--- src/rtl/au_neg_seq_pkg.sv ---
// Shared arithmetic-unit definitions: FSM state encoding and chunk-count helpers
// used by the chunk-serial negator.
package au_neg_seq_pkg;

    typedef logic [1:0] state_t;

    localparam state_t ST_IDLE = 2'd0;
    localparam state_t ST_RUN  = 2'd1;
    localparam state_t ST_DONE = 2'd2;

    // Number of CHUNK-wide slices needed to cover a WIDTH-bit operand.
    function automatic int nch_f(input int width, input int chunk);
        return (width + chunk - 1) / chunk;
    endfunction

    // Width of a chunk index counting 0..nch-1 (at least one bit).
    function automatic int idx_w_f(input int nch);
        return (nch > 1) ? $clog2(nch) : 1;
    endfunction

endpackage

--- src/rtl/au_neg_c.sv ---
// Combinational two's-complement slice negator: z = neg ? -a : a (mod 2^WIDTH).
// ARCH selects between three equivalent structures.
module au_neg_c #(
    parameter int WIDTH = 4,
    parameter int ARCH  = 0
) (
    input  logic [WIDTH-1:0] a_i,
    input  logic             neg_i,
    output logic [WIDTH-1:0] z_o
);

    if (ARCH == 1) begin : g_xor_add
        assign z_o = (a_i ^ {WIDTH{neg_i}}) + WIDTH'(neg_i);
    end else if (ARCH == 2) begin : g_ripple
        // Bits above the lowest set bit are inverted; the rest pass through.
        always_comb begin
            logic seen;
            seen = 1'b0;
            z_o  = '0;
            for (int i = 0; i < WIDTH; i++) begin
                z_o[i] = a_i[i] ^ (neg_i & seen);
                seen   = seen | a_i[i];
            end
        end
    end else begin : g_inv_inc
        assign z_o = neg_i ? (~a_i + WIDTH'(1)) : a_i;
    end

endmodule

--- src/rtl/au_neg_seq.sv ---
// Chunk-serial negator: accepts one operand, negates it CHUNK bits per cycle
// from the LSB upward, and holds the result until the consumer takes it.
module au_neg_seq
    import au_neg_seq_pkg::*;
#(
    parameter int WIDTH = 16,
    parameter int CHUNK = 4,
    parameter int ARCH  = 0
) (
    input  logic             clk,
    input  logic             rst,
    input  logic             in_valid,
    output logic             in_ready,
    input  logic [WIDTH-1:0] a,
    input  logic             neg,
    output logic             out_valid,
    input  logic             out_ready,
    output logic [WIDTH-1:0] z,
    output logic             ovf,
    output logic             busy,
    output state_t           dbg_state
);

    localparam int NCH = nch_f(WIDTH, CHUNK);
    localparam int KW  = idx_w_f(NCH);
    localparam int PW  = NCH * CHUNK;
    localparam logic [WIDTH-1:0] MIN_NEG = WIDTH'(1) << (WIDTH - 1);

    if (WIDTH < 1 || CHUNK < 1 || CHUNK > WIDTH || ARCH < 0 || ARCH > 2) begin : g_bad_params
        $fatal(1, "au_neg_seq: illegal parameters WIDTH=%0d CHUNK=%0d ARCH=%0d", WIDTH, CHUNK, ARCH);
    end

    // Handshake: a transfer happens on a rising edge where valid and ready are both
    // high; valid never depends combinationally on ready, and a producer holds its
    // data stable while valid is high and ready is low.

    state_t            state_q, state_d;
    logic [WIDTH-1:0]  a_q, a_d;
    logic              neg_q, neg_d;
    logic [KW-1:0]     k_q, k_d;
    logic              carry_q, carry_d;
    logic [WIDTH-1:0]  z_q, z_d;
    logic              ovf_q, ovf_d;

    logic [PW-1:0]     a_pad;
    logic [CHUNK-1:0]  a_k;
    logic [CHUNK-1:0]  slice_z;
    logic [CHUNK-1:0]  z_k;
    logic              last_chunk;

    assign a_pad      = PW'(a_q);
    assign last_chunk = (k_q == KW'(NCH - 1));

    always_comb begin
        a_k = '0;
        for (int c = 0; c < NCH; c++) begin
            if (k_q == KW'(c)) a_k = a_pad[c*CHUNK +: CHUNK];
        end
    end

    au_neg_c #(
        .WIDTH (CHUNK),
        .ARCH  (ARCH)
    ) u_slice (
        .a_i   (a_k),
        .neg_i (neg_q & carry_q),
        .z_o   (slice_z)
    );

    // Once the borrow chain has died, the remaining chunks are a plain inversion.
    always_comb begin
        if (!neg_q)       z_k = a_k;
        else if (carry_q) z_k = slice_z;
        else              z_k = ~a_k;
    end

    always_comb begin
        state_d = state_q;
        a_d     = a_q;
        neg_d   = neg_q;
        k_d     = k_q;
        carry_d = carry_q;
        z_d     = z_q;
        ovf_d   = ovf_q;
        case (state_q)
            ST_IDLE: begin
                if (in_valid) begin
                    a_d     = a;
                    neg_d   = neg;
                    k_d     = '0;
                    carry_d = neg;
                    ovf_d   = 1'b0;
                    state_d = ST_RUN;
                end
            end
            ST_RUN: begin
                // Only bits that belong to the live chunk and to the real word are written.
                for (int i = 0; i < WIDTH; i++) begin
                    if (k_q == KW'(i / CHUNK)) z_d[i] = z_k[i % CHUNK];
                end
                carry_d = carry_q & (a_k == '0);
                if (last_chunk) begin
                    ovf_d   = neg_q & (a_q == MIN_NEG);
                    state_d = ST_DONE;
                end else begin
                    k_d = k_q + KW'(1);
                end
            end
            ST_DONE: begin
                if (out_ready) state_d = ST_IDLE;
            end
            default: state_d = ST_IDLE;
        endcase
    end

    always_ff @(posedge clk) begin
        if (rst) begin
            state_q <= ST_IDLE;
            a_q     <= '0;
            neg_q   <= 1'b0;
            k_q     <= '0;
            carry_q <= 1'b0;
            z_q     <= '0;
            ovf_q   <= 1'b0;
        end else begin
            state_q <= state_d;
            a_q     <= a_d;
            neg_q   <= neg_d;
            k_q     <= k_d;
            carry_q <= carry_d;
            z_q     <= z_d;
            ovf_q   <= ovf_d;
        end
    end

    assign in_ready  = (state_q == ST_IDLE);
    assign out_valid = (state_q == ST_DONE);
    assign busy      = (state_q != ST_IDLE);
    assign z         = z_q;
    assign ovf       = ovf_q;
    assign dbg_state = state_q;

endmodule

--- config.mk ---
export PLATFORM = sky130hd
export DESIGN_NAME = au_neg_seq
export DESIGN_NICKNAME = d
export VERILOG_FILES = /design/src/rtl/au_neg_seq_pkg.sv /design/src/rtl/au_neg_c.sv /design/src/rtl/au_neg_seq.sv
export SDC_FILE = /design/constraint.sdc
export NUM_CORES = 1
export LEC_CHECK = 0
export CORE_ASPECT_RATIO = 0.9
export CORE_UTILIZATION = 30
export DETAILED_ROUTE_END_ITERATION = 10
export SLEW_MARGIN = 10
export SYNTH_ARGS = -nofsm -noshare
export SYNTH_HDL_FRONTEND = slang
export SYNTH_SLANG_ARGS = --single-unit
--- constraint.sdc ---
create_clock -name clk -period 2.6 [get_ports clk]
set_clock_uncertainty 0.15 [all_clocks]
set_input_delay 0.39 -clock clk [delete_from_list [all_inputs] [get_ports clk]]
set_output_delay 0.39 -clock clk [all_outputs]
set_load 0.05 [all_outputs]
==> metrics <==
Initial Util 0.316; Buf/Inv on CP 2; dpl cells 326; Routed WL 4.19 mm; first-pass GRT wire length 7.18 mm; Setup CP Type flip-flop to flip-flop; most frequent cells in the layout nand2_1 (42), clkdlybuf4s50_1 (42), dfxtp_1 (39); Top Family by Delay on Critical Path compound AO/OA/AOI/OAI gates; Seq/Total Area, Yosys 0.427; CTS max path bufs 2; number of global-route vias before repair around 1600; Clk Latency, worst-skew pair 0.29 ns; Worst Reg-to-Reg Cells 8; # nets final 290; final worst-path cycle share 0.935; Layout area overhead 34.7%; Critical Path AT 2.45 ns; final hold viol count 0; worst hold path class flip-flop to flip-flop; Starting DRT DRC Count 70; Comb power frac 0.194; Worst Max-Slew Pin Slew 0.625 ns; hold wc startpoint a_pad[14]; sw frac 0.271; setup TNS 0 ns; antenna violations before repair 0; Slew headroom 0.582; fin cells 335; fin. max-slew vios 0; Flop pwr share 0.449; wire per inst 12.5 microns; Vias/cell 4.80; total gr overflow 0; Sink Count 39; status complete, but fails checks; port buffer count 42; pin count of the biggest net entering global routing 19; Worst Setup Start Kind flip-flop; Pint 0.00106 W; RSZ-0062 raised after global routing false; layout cell share with drive strength beyond 1 0.113; Max-cap violations 0; Final HPWL DP about 3.2 mm; gr usage total 0.139; Worst Path Required 2.62 ns; WHS Endpoint a_pad[14]; synth unique cells 38; Antenna Nets Post-Route 0; Pleak 0.891 nW; Synth area leaders dfxtp_1 (43%), nand2_1 (8.6%), a211oi_1 (6.2%); power density cells 589 mW/mm^2; Yosys top cell area share 0.427; CTS root buf clkbuf_8; failing checks design-rule violations; CTS tree done; Ports 43; Mapped Avg Cell Area 8.32 sq um; WHS Path Cells 2; Final GP Congestion 0.893; row cnt 26; CTS clk-pin slew, worst paths 0.08 ns; Max VDD drop 0.266 mV; Cell Area, Synth roughly 0.0018 sq mm; fillers 600; CP Cell Sequence ha_1 > buf_4 > a221oi_2 > inv_1 > ha_1 > mux2_2 > a21oi_2 > a211oi_1; total number of vias 1609; reg-to-reg critical path startpoint k_q[0]; Core Area 0.00579 sq mm; Tmin final 2.43 ns; Antenna diodes 0; # setup viols final 0; Critical-path top delay cell dfxtp_1; Syn Nets 246; post-synthesis cell count 220; worst r2r dst z[9]; H-tree lvl count 2; Die Area about 0.0064 sq mm; NetSw 0.000393 W; chip width 84.3 microns; Final Power 0.00145 W; crit end category flip-flop; DR pass1 iterations 9; synth warn 0; Worst path max stage delay ~0.34 ns; fmax 0.411 GHz; Synth area leader dfxtp_1; Worst path most repeated cell ha_1; critical path peak fanout 8; clock power share 0.357; Die Ht 76.1 microns; worst reg2reg setup slack 0.17 ns; DRC 6; Synth Register Bits 39; CTS Buf Count 5
-- layer usage --
layer / vias up / part of all wire / GRT usage
met5: - / 0 / 0
li1: 855 / - / -
met1: 721 / 0.48 / 0.173
met3: 6 / 0.033 / 0.0303
met2: 27 / 0.48 / 0.241
met4: 0 / 0.0098 / 0.0407
-- worst max-delay path by stage --
stage | from | end | slack (ns) | cells past startpoint
after floorplan | dbg_state[0] | a_pad[10] | 0.12 | 6
after global placement | k_q[0] | z[5] | 0.16 | 9
after detailed placement | k_q[1] | z[9] | 0.11 | 9
after CTS | k_q[1] | z[9] | 0.09 | 9
after global routing | k_q[1] | z[14] | 0.01 | 11
final | k_q[0] | z[9] | 0.17 | 8
-- logic make-up after synthesis --
family                     count (synthesis)  share of synthesized area
xor gates and xnor gates                   2                    0.00957
muxes                                      1                    0.00615
DFF                                       39                      0.427
AOI/OAI and AO/OA                         56                      0.219
buffers and inverters                     25                     0.0601
adders and majority gates                  5                     0.0342
and+or+nand+nor                           92                      0.244
-- registers in the layout, indices dropped and copies added (netlist names) --
name and flops:
ovf 1, neg_q 1, dbg_state 2, k_q 2, carry_q 1, a_pad 16, z 16
-- power groups by stage --
stage                     logic, W  clock network (W)  registers, W
after floorplan           0.000144                  0      0.000696
after global placement    0.000278                  0      0.000666
after detailed placement  0.000280                  0      0.000667
after CTS                 0.000281           0.000532      0.000652
after global routing      0.000309           0.000555      0.000657
final                     0.000282           0.000518      0.000652
-- Yosys cell counts (all sizes together) --
cell type  instances
ha                 5
o2111ai            1
mux2               1
nand3              1
xor2               1
o21ai              2
a22oi              1
inv               10
nand2b             2
o21bai             3
nor4b              2
nor3b              4
a31oi              1
nand3b             4
nor2              22
a21oi             23
buf                4
a311oi             1
clkbuf            11
dfxtp             39
a21o               1
nor2b              2
a221oi             7
nand2             42
nor3               1
and3               3
a211oi            16
or3                1
nor4               3
xnor2              1
and2               5
-- tightest hold or removal path: stages (launching register included) --
cell,delay (ns)
dfxtp_1,0.32
nand2_1,0.05
a21oi_1,0.05
-- area by class of cell --
class	instances	area [sq um]	share of cell area
multi-input combinational	156	947	0.384
sequential	39	781	0.317
timing repair buffer	52	495	0.201
tap	70	87.6	0.0355
clock buffer	6	82.6	0.0335
inverter	10	37.5	0.0152
clock inverter	2	35.0	0.0142
-- metrics by stage --
| step | worst slack, ns | instance area, sq um | util | hold WS (ns) |
|---|---|---|---|---|
| 2_1_floorplan | 0.116 | 1830 | - | 0.299 |
| 3_3_place_gp | 0.161 | 2330 | 0.403 | 0.313 |
| 3_5_place_dp | 0.111 | 2330 | 0.403 | 0.316 |
| 4_1_cts | 0.0935 | 2450 | 0.423 | 0.326 |
| 5_1_grt | 0.0127 | 2470 | 0.426 | 0.341 |
| 6_report | 0.168 | 2470 | 0.426 | 0.324 |
-- timing repair --
action / CTS / global route
buffers inserted: 0 / 1
gates resized for setup: 0 / 3
setup endpoints to repair: 0 / 8
hold buffers: 0 / 0
Power figures use the tool's default switching activity.
